$ cat config.mk
export PLATFORM = sky130hd
export DESIGN_NAME = uart_tx_fifo
export DESIGN_NICKNAME = d
export VERILOG_FILES = /design/src/rtl/uart_pkg.sv /design/src/rtl/uart_sync_fifo.sv /design/src/rtl/uart_tx_fifo.sv
export SDC_FILE = /design/constraint.sdc
export NUM_CORES = 1
export LEC_CHECK = 0
export CAP_MARGIN = 25
export CORE_MARGIN = 3
export CORE_UTILIZATION = 49
export DETAILED_ROUTE_END_ITERATION = 7
export GPL_TIMING_DRIVEN = 0
export PLACE_DENSITY_LB_ADDON = 0.15
export SLEW_MARGIN = 10
export SYNTH_ARGS = -nofsm -noshare
export SYNTH_HDL_FRONTEND = slang
export SYNTH_HIERARCHICAL = 1
export SYNTH_SLANG_ARGS = --single-unit
$ cat constraint.sdc
create_clock -name clk -period 3.05 [get_ports clk]
set_input_delay 0.305 -clock clk [delete_from_list [all_inputs] [get_ports clk]]
set_output_delay 0.305 -clock clk [all_outputs]
set_load 0.02 [all_outputs]
$ cat src/rtl/uart_pkg.sv
// Shared constants and feeder state encodings for the UART transmit FIFO.
package uart_pkg;

  localparam int unsigned BYTE_W = 8;

  typedef enum logic [1:0] {
    ST_IDLE  = 2'd0,
    ST_START = 2'd1,
    ST_ACK   = 2'd2,
    ST_WAIT  = 2'd3
  } feed_state_e;

endpackage

$ cat src/rtl/uart_sync_fifo.sv
// Synchronous byte FIFO: storage, wrapping pointers and registered count/empty/full.
module uart_sync_fifo
  import uart_pkg::*;
#(
  parameter int unsigned DEPTH  = 16,
  parameter int unsigned ADDR_W = 4
) (
  input  logic              clk,
  input  logic              rst,
  input  logic              push,
  input  logic              pop,
  input  logic              flush,
  input  logic [BYTE_W-1:0] wr_data,
  output logic [BYTE_W-1:0] rd_data,
  output logic [ADDR_W:0]   count,
  output logic              empty,
  output logic              full
);

  localparam int unsigned CNT_W = ADDR_W + 1;

  logic [BYTE_W-1:0] mem_q [DEPTH];
  logic [ADDR_W-1:0] wr_ptr_q, wr_ptr_d;
  logic [ADDR_W-1:0] rd_ptr_q, rd_ptr_d;
  logic [CNT_W-1:0]  count_q, count_d;
  logic              empty_q, empty_d;
  logic              full_q, full_d;
  logic              do_push;
  logic              do_pop;

  // A flush overrides any push or pop in the same cycle.
  assign do_push = push && !full_q && !flush;
  assign do_pop  = pop && !empty_q && !flush;

  always_comb begin
    wr_ptr_d = wr_ptr_q;
    rd_ptr_d = rd_ptr_q;
    count_d  = count_q;
    if (flush) begin
      wr_ptr_d = '0;
      rd_ptr_d = '0;
      count_d  = '0;
    end else begin
      if (do_push) wr_ptr_d = wr_ptr_q + ADDR_W'(1);
      if (do_pop)  rd_ptr_d = rd_ptr_q + ADDR_W'(1);
      case ({do_push, do_pop})
        2'b10:   count_d = count_q + CNT_W'(1);
        2'b01:   count_d = count_q - CNT_W'(1);
        default: count_d = count_q;
      endcase
    end
    empty_d = (count_d == '0);
    full_d  = (count_d == CNT_W'(DEPTH));
  end

  always_ff @(posedge clk) begin
    if (rst) begin
      wr_ptr_q <= '0;
      rd_ptr_q <= '0;
      count_q  <= '0;
      empty_q  <= 1'b1;
      full_q   <= 1'b0;
    end else begin
      wr_ptr_q <= wr_ptr_d;
      rd_ptr_q <= rd_ptr_d;
      count_q  <= count_d;
      empty_q  <= empty_d;
      full_q   <= full_d;
    end
  end

  // Storage keeps its contents across reset.
  always_ff @(posedge clk) begin
    if (do_push && !rst) mem_q[wr_ptr_q] <= wr_data;
  end

  assign rd_data = mem_q[rd_ptr_q];
  assign count   = count_q;
  assign empty   = empty_q;
  assign full    = full_q;

endmodule

$ cat src/rtl/uart_tx_fifo.sv
// Byte FIFO in front of a UART transmitter with a start/busy handshake feeder.
module uart_tx_fifo
  import uart_pkg::*;
#(
  parameter int unsigned DEPTH  = 16,
  parameter int unsigned ADDR_W = 4
) (
  input  logic              clk,
  input  logic              rst,
  input  logic              wr_valid,
  input  logic [BYTE_W-1:0] wr_data,
  output logic              wr_ready,
  input  logic              flush,
  output logic              tx_start,
  output logic [BYTE_W-1:0] tx_data,
  input  logic              tx_busy,
  output logic [ADDR_W:0]   fifo_count,
  output logic              fifo_empty,
  output logic              fifo_full
);

  feed_state_e       state_q, state_d;
  logic              tx_start_q, tx_start_d;
  logic [BYTE_W-1:0] tx_data_q, tx_data_d;
  logic [BYTE_W-1:0] head;
  logic              push;
  logic              pop;

  // Ready depends only on registered fullness, never on a same-cycle pop.
  assign wr_ready = !rst && !fifo_full && !flush;
  assign push     = wr_valid && wr_ready;

  uart_sync_fifo #(
    .DEPTH  (DEPTH),
    .ADDR_W (ADDR_W)
  ) u_fifo (
    .clk     (clk),
    .rst     (rst),
    .push    (push),
    .pop     (pop),
    .flush   (flush),
    .wr_data (wr_data),
    .rd_data (head),
    .count   (fifo_count),
    .empty   (fifo_empty),
    .full    (fifo_full)
  );

  // Feeder: one start per byte, then wait for a full busy high/low cycle.
  always_comb begin
    state_d    = state_q;
    tx_start_d = 1'b0;
    tx_data_d  = tx_data_q;
    pop        = 1'b0;
    case (state_q)
      ST_IDLE: begin
        if (!fifo_empty && !tx_busy && !flush) begin
          pop        = 1'b1;
          tx_data_d  = head;
          tx_start_d = 1'b1;
          state_d    = ST_START;
        end
      end
      ST_START: state_d = ST_ACK;
      ST_ACK:   if (tx_busy) state_d = ST_WAIT;
      ST_WAIT:  if (!tx_busy) state_d = ST_IDLE;
      default:  state_d = ST_IDLE;
    endcase
  end

  always_ff @(posedge clk) begin
    if (rst) begin
      state_q    <= ST_IDLE;
      tx_start_q <= 1'b0;
      tx_data_q  <= '0;
    end else begin
      state_q    <= state_d;
      tx_start_q <= tx_start_d;
      tx_data_q  <= tx_data_d;
    end
  end

  assign tx_start = tx_start_q;
  assign tx_data  = tx_data_q;

endmodule

== After elaboration in Yosys (flattened, before gate mapping) ==
Memory sizes are Yosys's and may differ from the RTL's. A register that Yosys moved wholly into a read port is not among the register bits.
Index checks and enable logic that the tools add are counted.

* Flip-flop bits (word level): 18
* Bits in writable memories: 128
* Output and inout bits: 17
* Word-level logic and storage cells: 51
* Memories: 1

* Add/subtract/negate cells: 4
* Equal/unequal tests: 9
* Muxes and demuxes: 10
* Reduce and logical (&&, ||, !) cells: 20

{| class="wikitable"
|+ Memories
! name !! depth !! bits a word !! read ports !! clocked after memory_dff !! wr ports !! line !! RTL
|-
| u_fifo.mem_q || 16 || 8 || 1 || 1 || 1 || uart_sync_fifo.sv:22 || <nowiki>logic [BYTE_W-1:0] mem_q [DEPTH];</nowiki>
|}

{| class="wikitable"
|+ Operators by type and width
! kind !! number
|-
| $logic_and 1x1->1 || 10
|-
| $pmux 5 s2 || 1
|-
| $add 4x1->4 const B || 2
|-
| $pmux 2 s4 || 1
|-
| $eq 2x2->1 const B || 3
|-
| $mux 2 || 3
|-
| $ne 2x2->1 const B || 3
|-
| $add 5x1->5 const B || 1
|-
| $eq 5x5->1 const B || 1
|-
| $logic_not 1->1 || 5
|-
| $logic_not 5->1 || 1
|-
| $mux 5 || 1
|-
| $sub 5x1->5 const B || 1
|-
| $eq 2x1->1 const B || 2
|-
| $mux 1 || 4
|-
| $reduce_and 3->1 || 1
|-
| $logic_not 2->1 || 1
|-
| $reduce_and 2->1 || 1
|-
| $reduce_or 2->1 || 1
|}

== Depth between registers and ports, before layout ==
Gate-level depths: netlist of run 1.

* Word-level depth: 11
* Depth in mapped cells: 16
* Mapped depth without buffers: 14

== Modules after synthesis ==
Netlist of run 1, hierarchy kept.

{| class="wikitable"
|+ By module, submodules not included
! module !! times used !! cells an instance !! area an instance (sq um) !! seq. area each (sq um)
|-
| uart_sync_fifo || 1 || 301 || 5908.2 || 4224.1
|-
| uart_tx_fifo || 1 || 56 || 516.7 || 220.2
|}

== Worst setup path before layout of run 1 ==
Ideal clock, no wire load.

* Path kind: reg2reg
* Start point: register state_q[0]
* End point: register u_fifo.empty_q (netlist: u_fifo/empty)
* Library setup time: 0.116 ns
* Data arrival time: 3.044 ns
* Data required time: 2.934 ns
* Setup slack: -0.111 ns
* Stages on the path, launching flop included: 17
* Clock period less this slack: 3.161 ns
* Cell sequence: dfxtp_1 > inv_1 > ha_1 > or4b_1 > buf_6 > clkinv_8 > nand2b_1 > nor2_1 > ha_1 > clkbuf_1 > xor2_1 > ha_1 > a21o_1 > a21oi_1 > nor4_2 > xnor2_1 > a41o_1

* Longest elaborated chain between the ends: 8
* Elaborated cells between the ends (all ways): 9
* Those cells by class: 2 x eq/ne; 3 x mux; 4 x reduce/logical

{| class="wikitable"
|+ RTL lines
! item !! line !! RTL
|-
| start: declaration || uart_tx_fifo.sv:22 || <nowiki>feed_state_e state_q, state_d;</nowiki>
|-
| start signal: assignment || uart_tx_fifo.sv:77 || <nowiki>state_q <= state_d;</nowiki>
|-
| $logic_not 2->1 * || uart_tx_fifo.sv:55 || <nowiki>case (state_q)</nowiki>
|-
| $mux 1 * || -- ||
|-
| named net pop || uart_tx_fifo.sv:27 || <nowiki>logic pop;</nowiki>
|-
| $logic_and 1x1->1 * (2 in a row) || uart_sync_fifo.sv:33 || <nowiki>assign do_pop = pop && !empty_q && !flush;</nowiki>
|-
| $eq 2x1->1 / $eq 2x2->1 (equally long branches) || uart_sync_fifo.sv:46 || <nowiki>case ({do_push, do_pop})</nowiki>
|-
| $pmux 5 s2 * || uart_sync_fifo.sv:46 ||
|-
| $mux 5 * || uart_sync_fifo.sv:39 || <nowiki>if (flush) begin</nowiki>
|-
| $logic_not 5->1 * || uart_sync_fifo.sv:52 || <nowiki>empty_d = (count_d == '0);</nowiki>
|-
| end signal: assignment || uart_sync_fifo.sv:67 || <nowiki>empty_q <= empty_d;</nowiki>
|-
| end: declaration || uart_sync_fifo.sv:26 || <nowiki>logic empty_q, empty_d;</nowiki>
|}

Mark *: on every way through the listed nets, which the timed path passes. The rest lies on a longest branch.
A chain may end at the register's enable or synchronous reset.

== Worst setup path in the final report of run 1 ==
* Start point: register state_q[0]
* End point: register u_fifo.count_q[4] (netlist: u_fifo/count[4])

* Longest elaborated chain between the ends: 7
* Elaborated cells between the ends (all ways): 8
* Those cells by class: 2 x eq/ne; 3 x mux; 3 x reduce/logical

{| class="wikitable"
|+ RTL lines
! item !! line !! RTL
|-
| $logic_not 2->1 * || uart_tx_fifo.sv:55 ||
|-
| $mux 1 * || -- ||
|-
| named net pop || uart_tx_fifo.sv:27 ||
|-
| $logic_and 1x1->1 * (2 in a row) || uart_sync_fifo.sv:33 ||
|-
| $eq 2x1->1 / $eq 2x2->1 (equally long branches) || uart_sync_fifo.sv:46 ||
|-
| $pmux 5 s2 * || uart_sync_fifo.sv:46 ||
|-
| $mux 5 * || uart_sync_fifo.sv:39 ||
|-
| end signal: assignment || uart_sync_fifo.sv:66 || <nowiki>count_q <= count_d;</nowiki>
|-
| end: declaration || uart_sync_fifo.sv:25 || <nowiki>logic [CNT_W-1:0] count_q, count_d;</nowiki>
|}

Marked as above.

==> impl_results.md, run 1 <==
* Worst Hold End: state_q[1]
* Input/output buffers at 29
* Hold path start: rst
* Worst endpoint required time at about 3.3 ns
* Number of diodes at 0
* Post-synthesis cell type count at 37
* Gpl congestion at between 0.7 and 0.8
* Layout area overhead at 18.1%
* Final WS setup at 0.227 ns
* Crit path DAT at approximately 3.1 ns
* Final cell count without fillers at 595
* Post-Route Skew at between 0.004 and 0.005 ns
* Max frequency at about 350 MHz
* H-tree Lvls at 4
* Tightest Pin Transition at approximately 0.84 ns
* Post-synthesis async set-or-reset flop share at 0
* Bufs on Longest Clock Path at 2
* Top-level I/O count at 30
* Detailed-route via count at between 3k and 4k
* Pre-Repair DR Iteration Count at 4
* Reg2reg path depth at 15
* Die footprint at ~15000 um2
* Largest net degree at the start of global routing at 17
* Met1 GRT Util at 0.258
* Pwr Total at 4.30 mW
* Residual DRC at 0
* Clock latency on the worst-skew pair at ~0.41 ns
* Post-CTS Hold Fix Bufs at 0
* Share of cells above drive strength 1 at 0.196
* Yosys warns at 6
* Die width at approximately 120 um
* Cell taking the most area after synthesis: edfxtp_1
* CP Max Fanout at 3
* P per Cell Area at 567 nW/um2
* Syn avg cell area at ~18 um2
* GRT Total Usage at 0.185
* Vias/cell at 5.47
* Fin. max-slew vios at 0
* Max_cap viols at 0
* Leak at ~2.5 nW
* Root Driver: clkbuf_16
* GRT Residual Overflow at 0
* First-pass GRT wire length at 19000 um
* Reg-to-reg endpoint: u_fifo/count[4]
* Clk slew on worst S/H paths at ~0.06 ns
* Synth Cell Area at 6420 um2
* Fill cell count at ~1000
* Hold Crit Class: input port to register
* Row cnt at 41
* Top post-synthesis cells by area: edfxtp_1, mux4_1, dfxtp_1
* Startpoint types: register
* Most frequent cell after synthesis: edfxtp_1
* Core box area at 12700 um2
* Total Nets Final at around 440
* Main synth FF type: edfxtp_1
* Final min period at about 2.8 ns
* Post-synth top cells: edfxtp_1, nor2_1, dfxtp_1
* Slew headroom at 0.435
* Vias in the first global route at approximately 3.3k
* CP endpoint kind: register
* HPWL after DPL at slightly above 8000 um
* Run status: finished, final reports clean
* Final period utilization at 0.926
* Starting density of the core at 0.505
* Syn Nets at roughly 380
* Clock sinks at 158
* CTS tree: built
* Dpl ws at -0.758 ns
* Worst r2r src: state_q[0]
* FF-to-FF setup slack at between 0.2 and 0.25 ns
* Post-Syn Instances at 357
* CTS Buf Count at 17
* GR met2 Demand/Resource at 0.289
* Synth top area share at 0.598
* RSZ-0062 raised after global routing: no
* Final setup fails at 0
* Grt met3 use at 0.0496
* Final Hold Fails at 0
* Routed WL per cell at 20.8 um
* Final ANT Viol Nets at 0
* Final core occ at 0.596
* EDFF count, synth at 128
* Initial antenna violation count at 0
* Synth Register Bits at 158
* Die height at 121 um
* Critical path class: register to register
* Drt total wl at roughly 12000 um
* VDD IR-drop max at roughly 0.46 mV
* Hold Path Cell Cnt at 3
* Post-synthesis sequential area ratio at 0.692
* Busiest layer in global routing: met2
* Starting DRT DRC Count at roughly 270
* Placed Cells at 558
power breakdown:
part	internal [mW]	switching (mW)	leakage, nW
logic	0.0522	0.0716	0.843
clock network	1.08	0.754	0.256
registers	2.34	0.00531	1.39
total	3.47	0.831	2.49
worst max path at each step:
stage / from / to / slack, ns / cells after the start
after floorplan: state_q[0] / u_fifo/empty / 0.02 / 16
after detailed placement: flush / u_fifo/full / -0.76 / 15
after global routing: state_q[1] / u_fifo/count[4] / 0.05 / 15
final: state_q[0] / u_fifo/count[4] / 0.23 / 15
after CTS: state_q[1] / u_fifo/full / 0.002 / 16
after global placement: flush / u_fifo/full / -0.79 / 15
cell type report:
cell class,count,area [um2],area share
sequential,158,4450,0.587
timing repair buffer,38,359,0.0473
multi-input combinational,174,1910,0.252
clock inverter,13,82.6,0.0109
inverter,7,38.8,0.00511
tap,172,215,0.0284
buffer,16,106,0.0140
clock buffer,17,425,0.0561
placed cells by master, fill, tap and decap left out, drive strengths merged:
cell type	Yosys	routed
a211o	1	1
a211oi	2	2
a21o	1	1
a21oi	13	13
a22o	1	1
a41o	1	1
and2	1	1
buf	10	18
bufinv	0	1
clkbuf	8	24
clkdlybuf4s50	0	27
clkinv	1	13
dfxtp	30	30
dlygate4sd2	0	1
dlymetal6s2s	0	1
edfxtp	128	128
ha	11	11
inv	6	6
mux2i	5	5
mux4	40	40
nand2	28	28
nand2b	6	6
nand3	1	1
nand4	2	2
nor2	33	33
nor2b	3	3
nor3	8	8
nor4	2	2
nor4b	1	1
o21ai	1	1
or2	1	1
or4b	1	1
xnor2	3	3
xor2	8	8
cells by family after synthesis:
family                   count (synthesis)  synth area share
AO/OA/AOI/OAI                           20            0.0234
AND/OR/NAND/NOR                         87            0.0615
buffers and inverters                   25            0.0249
adder cells (fa/ha/maj)                 11            0.0214
multiplexers                            45             0.162
XOR/XNOR                                11            0.0150
flip-flops                             158             0.692
metrics by stage:
stage,hold slack (ns),setup TNS [ns],area [um2]
global route,0.422,0,7590
detailed placement,0.460,-2.80,6960
global placement,0.455,-11.02,6940
floorplan,0.404,0,6430
finish,0.355,0,7590
CTS,0.468,0,7550
metal layers:
metal / part of all wire / wire (um)
met5: 0 / 0
met4: 0.011 / 132
met3: 0.038 / 471
met2: 0.49 / 6050
met1: 0.46 / 5740
worst max-delay path, stage by stage, from the launching register on:
cell and delay (ns):
dfxtp_2 0.32, inv_2 0.07, ha_4 0.14, or4b_4 0.51, clkinv_8 0.07, nand2b_4 0.07, nor2_4 0.11, ha_4 0.14
xor2_1 0.14, ha_2 0.22, a21o_1 0.12, a21oi_1 0.07, nor4_2 0.29, xnor2_1 0.22, buf_4 0.17, nor2_1 0.03
state kept, by name, summed over array words and instances, names as in the netlist, named ones only:
name / flops
u_fifo/mem_q: 128
tx_data: 8
u_fifo/count: 5
u_fifo/rd_ptr_q: 4
u_fifo/wr_ptr_q: 4
state_q: 2
tx_start: 1
u_fifo/empty: 1
u_fifo/full: 1
timing repair:
action                                  CTS  global route
setup buffers                             4             5
endpoints found under the setup margin    4             3
resized for setup                        15             7
pin swaps                                 5             5
No activity file was read; power rests on OpenSTA's default activity.
==> inputs of run 2 (changes only) <==
--- a/config.mk
+++ b/config.mk
@@ -5,11 +5,11 @@
 export SDC_FILE = /design/constraint.sdc
 export NUM_CORES = 1
 export LEC_CHECK = 0
+export ABC_CLOCK_PERIOD_IN_PS = 3050
 export CAP_MARGIN = 25
 export CORE_MARGIN = 3
 export CORE_UTILIZATION = 49
 export DETAILED_ROUTE_END_ITERATION = 7
-export GPL_TIMING_DRIVEN = 0
 export PLACE_DENSITY_LB_ADDON = 0.15
 export SLEW_MARGIN = 10
 export SYNTH_ARGS = -nofsm -noshare
==> run 2 against run 1 <==
Count of clock-buffer cells in the layout is 8 higher. Critical endpoint is now u_fifo/full. Core utilization is 1.2 points higher. Largest power group unchanged. Total power is 5.6% higher. Routed wire length is 5.0% lower. Cell count is 2.5% higher. Sequential power hardly changed. Die area stayed put. Register-to-register slack hardly changed. Global-route usage is 0.77 points lower. Final area is 2.0% higher. Combinational power is 3% lower.
==> impl_results.md, run 2 (same netlist as run 1, synthesis figures left out) <==
* Clk slew on worst S/H paths at ~0.06 ns
* CTS Buf Count at 17
* Pwr Total at 4.54 mW
* Crit path DAT at about 3.1 ns
* Die height at 121 um
* Initial antenna violation count at 0
* Placed Cells at 575
* Total Nets Final at about 450
* CP endpoint kind: register
* Hold Crit Class: register to register
* Slowest stage delay, CP at a little over 0.5 ns
* Final cell count without fillers at slightly above 600
* Row cnt at just over 40
* Vias in the first global route at between 3k and 4k
* Most flop-heavy register: u_fifo/mem_q
* Leak at 2.57 nW
* Core box area at 12700 um2
* Setup TNS at 0 ns
* Vias/cell at around 5.3
* Max frequency at 355 MHz
* Clock latency on the worst-skew pair at between 0.4 and 0.5 ns
* RSZ-0062 raised after global routing: no
* Detailed-route via count at between 3k and 4k
* Pre-Repair DR Iteration Count at 4
* H-tree Lvls at 4
* Max_cap viols at 0
* Critical path cell sequence: inv_2, ha_4, or4b_4, clkinv_8, nand2b_1, nor2_2, ha_2, xor2_1, ha_2, a21oi_2, mux2i_1, xor2_1, nand2_1, nor4b_2
* Clock sinks at between 150 and 200
* Die footprint at 14500 um2
* Fill cell count at ~1k
* Die width at between 100 and 150 um
* Final period utilization at 0.925
* Tightest Pin Transition at approximately 0.60 ns
* Residual DRC at 0
* Most common cell after layout, fill and taps aside: edfxtp_1
* Fin. max-slew vios at 0
* Share of cells above drive strength 1 at 0.235
* Family with the most delay on the worst path: simple AND/OR/NAND/NOR gates
* Top-level I/O count at 30
* GRT Total Usage at 0.177
* CTS tree: built
* Input/output buffers at 29
* Number of diodes at 0
* Slew headroom at 0.601
* CP Max Fanout at 3
* First-pass GRT wire length at 18700 um
* Worst endpoint required time at about 3.4 ns
* Most frequent cells in the layout: edfxtp_1, buf_4, nor2_1, clkdlybuf4s50_1, dfxtp_1
* Starting density of the core at 0.505
* Buf+Inv Stages, Crit Path at 2
* Starting DRT DRC Count at 251
* Routed WL per cell at 19.3 um
* Final setup fails at 0
* P per Cell Area at between 500 and 600 nW/um2
* Startpoint types: register
* Layout area overhead at 20.4%
* Post-Route Skew at 0.00877 ns
* HPWL after DPL at ~7700 um
* Bufs on Longest Clock Path at 2
* Final ANT Viol Nets at 0
* Run status: finished, final reports clean
* Critical path class: register to register
* Root Driver: clkbuf_16
* Slowest library cell on the worst path: or4b_4
* GRT Residual Overflow at 0
* Final min period at between 2 and 3 ns
* Gpl congestion at 0.742
* Max reg flops at 128
* VDD IR-drop max at approximately 0.38 mV
* Largest net degree at the start of global routing at 33
* Drt total wl at between 10000 and 15000 um
* Final core occ at 0.608
* Final Hold Fails at 0
run 2: cell count changes in the layout (fill, tap and decap cells not counted), moves of 2 or more:
cell | previous run | this run
buf_1 | 5 | 0
buf_4 | 9 | 37
buf_8 | 2 | 0
bufinv_16 | 1 | 3
clkdlybuf4s50_1 | 27 | 29
clkinv_1 | 6 | 0
clkinv_2 | 6 | 1
clkinvlp_4 | 0 | 3
nor3_1 | 2 | 7
nor3_2 | 6 | 1
run 2: final cells by class:
class / instances / area [um2] / area share
clock buffer: 25 / 465 / 0.0601
clock inverter: 7 / 118 / 0.0152
inverter: 7 / 38.8 / 0.00501
multi-input combinational: 174 / 1870 / 0.241
sequential: 158 / 4450 / 0.575
tap: 172 / 215 / 0.0278
timing repair buffer: 67 / 588 / 0.0760
run 2: worst paths after layout:
path	startpoint	endpoint	slack, ns	cells after the start
max	state_q[0]	u_fifo/full	0.23	14
max reg2reg	state_q[0]	u_fifo/full	0.23	14
min	tx_data[0]	tx_data[0]	0.47	2
min reg2reg	tx_data[0]	tx_data[0]	0.47	2
run 2: power by group:
part / internal [mW] / switching [mW]
Clock: 1.31 / 0.777
Combinational: 0.0543 / 0.0654
Sequential: 2.34 / 0.00508
Total: 3.70 / 0.847
run 2: stage by stage:
step | area, um2 | setup WS [ns] | hold WS [ns]
after global placement | 7090 | -0.168 | 0.456
after CTS | 7680 | 0.00249 | 0.468
after global routing | 7740 | 0.000147 | 0.487
after detailed placement | 7090 | -0.300 | 0.460
final | 7740 | 0.230 | 0.468
after floorplan | 6430 | 0.0239 | 0.404
run 2: metal layers:
layer,wire [um],GRT usage,up-vias
li1,-,-,1535
met1,5430,0.242,1627
met2,5740,0.273,61
met3,486,0.0426,7
met4,114,0.0786,0
met5,0,0,-
run 2: worst min-delay path: cells and delay by family, from the launching register on:
family | cells | cell delay [ns]
AOI/OAI and AO/OA | 1 | 0.05
DFF | 1 | 0.31
and+or+nand+nor | 1 | 0.07
run 2: what timing repair did:
action | CTS | global route
endpoints found under the setup margin | 1 | 2
cloned | 0 | 0
pin swaps | 0 | 6
gates resized for setup | 1 | 10
hold buffers | 0 | 0
setup buffers | 0 | 3
==> inputs of run 3 (changes only) <==
--- a/config.mk
+++ b/config.mk
@@ -11,6 +11,7 @@
 export CORE_UTILIZATION = 49
 export DETAILED_ROUTE_END_ITERATION = 7
 export PLACE_DENSITY_LB_ADDON = 0.15
+export REMOVE_ABC_BUFFERS = 1
 export SLEW_MARGIN = 10
 export SYNTH_ARGS = -nofsm -noshare
 export SYNTH_HDL_FRONTEND = slang
==> run 3 against run 2 <==
Register-to-register slack worse by 0.07 ns. Cell count down 0.66%. Routed wire length down 8.6%. Sequential power about the same. Die area unchanged. Hold slack about the same. Largest power group unchanged. Fmax down 2.5%. First-iteration DRC count down 25%. Clock power down 4%. Largest cell class unchanged. Total power down 2.1%.
==> impl_results.md, run 3 (same netlist as run 1, synthesis figures left out) <==
* Leak at between 2 and 3 nW
* Starting density of the core at 0.505
* Crit. Startpoint: state_q[0]
* Drt total wl at about 11000 um
* Routed WL per cell at ~18 um
* GRT Residual Overflow at 0
* Fin. max-slew vios at 0
* Max frequency at 346 MHz
* CP endpoint kind: register
* Total Nets Final at around 450
* Pre-Repair DR Iteration Count at 4
* Number of diodes at 0
* Core box area at approximately 13000 um2
* Psw at 850 uW
* Most common cell after layout, fill and taps aside: edfxtp_1
* Reg2reg path depth at 15
* Final period utilization at 0.949
* Fin area at roughly 7700 um2
* Row cnt at just over 40
* Largest net degree at the start of global routing at 33
* Clk pwr share at 0.451
* Die height at 121 um
* Int Pwr at approximately 3.6 mW
* H-tree Lvls at 4
* Vias/cell at roughly 5.3
* Critical path class: register to register
* Clock sinks at about 160
* Worst endpoint required time at between 3 and 4 ns
* Residual DRC at 0
* Clk slew on worst S/H paths at ~0.06 ns
* VDD IR-drop max at just under 0.5 mV
* RSZ-0062 raised after global routing: no
* Top-level I/O count at 30
* Sw Share at 0.191
* Final min period at roughly 2.9 ns
* Final core occ at 0.603
* Bufs on Longest Clock Path at 2
* Startpoint types: register
* Final Hold Fails at 0
* Setup TNS at 0 ns
* First-pass GRT wire length at around 17000 um
* Crit path DAT at roughly 3.2 ns
* GRT Total Usage at 0.162
* Post-DP Area at roughly 7100 um2
* Worst r2r src: state_q[0]
* Final cell count without fillers at 606
* Starting DRT DRC Count at approximately 190
* Die footprint at around 15000 um2
* Placed Cells at between 500 and 600
* HPWL after DPL at around 7500 um
* Input/output buffers at 29
* Gpl congestion at between 0.7 and 0.8
* Max reg flops at roughly 130
* Run status: finished, final reports clean
* Fill cell count at about 1k
* CTS tree: built
* Initial antenna violation count at 0
* Post-CTS Hold Fix Bufs at 0
* Max_cap viols at 0
* Tightest Pin Transition at approximately 0.52 ns
* CP Max Fanout at 3
* Hold Crit Class: register to register
* P per Cell Area at between 500 and 600 nW/um2
* Share of cells above drive strength 1 at 0.221
* Post-Route Skew at approximately 0.0064 ns
* CTS Buf Count at 17
* Most frequent cells in the layout: edfxtp_1, buf_4, nor2_1, clkdlybuf4s50_1, dfxtp_1
* Detailed-route via count at ~3.2k
* Vias in the first global route at roughly 3.1k
* Sequential share of power at 0.526
* Reg-to-reg endpoint: u_fifo/count[4]
* Die width at about 120 um
* Most flop-heavy register: u_fifo/mem_q
* Layout area overhead at 19.5%
* FF-to-FF setup slack at 0.16 ns
* Root Driver: clkbuf_16
* Final setup fails at 0
* Gate power share at 0.023
* Slew headroom at 0.653
* Clock latency on the worst-skew pair at approximately 0.41 ns
* Final ANT Viol Nets at 0
* Worst setup path end: u_fifo/count[4]
-- run 3: cell type report --
| cell class | instances | area, um2 | area share |
|---|---|---|---|
| Clock buffer | 24 | 493 | 0.0642 |
| Clock inverter | 8 | 82.6 | 0.0108 |
| Multi-Input combinational cell | 174 | 1840 | 0.240 |
| Inverter | 7 | 38.8 | 0.00505 |
| Tap cell | 172 | 215 | 0.0280 |
| Timing Repair Buffer | 63 | 558 | 0.0727 |
| Sequential cell | 158 | 4450 | 0.579 |
-- run 3: worst min path at each step --
stage | from | to | cells after the start
3_3_place_gp | tx_data[5] | tx_data[5] | 2
3_5_place_dp | tx_data[5] | tx_data[5] | 2
4_1_cts | tx_data[7] | tx_data[7] | 2
2_1_floorplan | rst | tx_data[0] | 1
6_report | tx_data[0] | tx_data[0] | 2
5_1_grt | tx_data[7] | tx_data[7] | 2
-- run 3: power by group through the flow --
stage / combinational (mW) / sequential (mW) / clock (mW)
after detailed placement: 0.104 / 2.38 / 0
after floorplan: 0.0402 / 2.38 / 0
after CTS: 0.105 / 2.34 / 2.06
after global placement: 0.0988 / 2.38 / 0
final: 0.104 / 2.34 / 2.00
after global routing: 0.119 / 2.34 / 2.16
-- run 3: per-layer routing --
metal | vias up | part of all wire | track usage
met3 | 14 | 0.039 | 0.0426
met2 | 57 | 0.48 | 0.240
met1 | 1597 | 0.46 | 0.230
met4 | 0 | 0.016 | 0.0680
li1 | 1531 | - | -
met5 | - | 0 | 0
-- run 3: per-stage QoR --
| stage | setup WS [ns] | total power [mW] | hold slack [ns] |
|---|---|---|---|
| 2_1_floorplan | -0.137 | 2.43 | 0.367 |
| 3_3_place_gp | -0.120 | 2.48 | 0.455 |
| 3_5_place_dp | -0.191 | 2.49 | 0.458 |
| 4_1_cts | 0.0463 | 4.50 | 0.466 |
| 5_1_grt | 0.00657 | 4.62 | 0.482 |
| 6_report | 0.156 | 4.45 | 0.468 |
-- run 3: repair_timing --
item,4_1_cts,5_1_grt
buffers inserted,0,1
endpoints found under the setup margin,1,2
cloned,0,0
gates resized for setup,1,5
pin swaps,0,2
-- run 3: critical path, stage by stage, from the launching register on --
cell and delay (ns):
dfxtp_1 0.31, inv_1 0.10, ha_2 0.19, or4b_4 0.51
clkinv_8 0.06, nand2b_1 0.08, nor2_2 0.12, ha_2 0.20
xor2_1 0.07, ha_1 0.24, a21o_1 0.18, a21oi_1 0.18
nor4_2 0.06, xnor2_1 0.29, buf_4 0.17, nor2_1 0.03
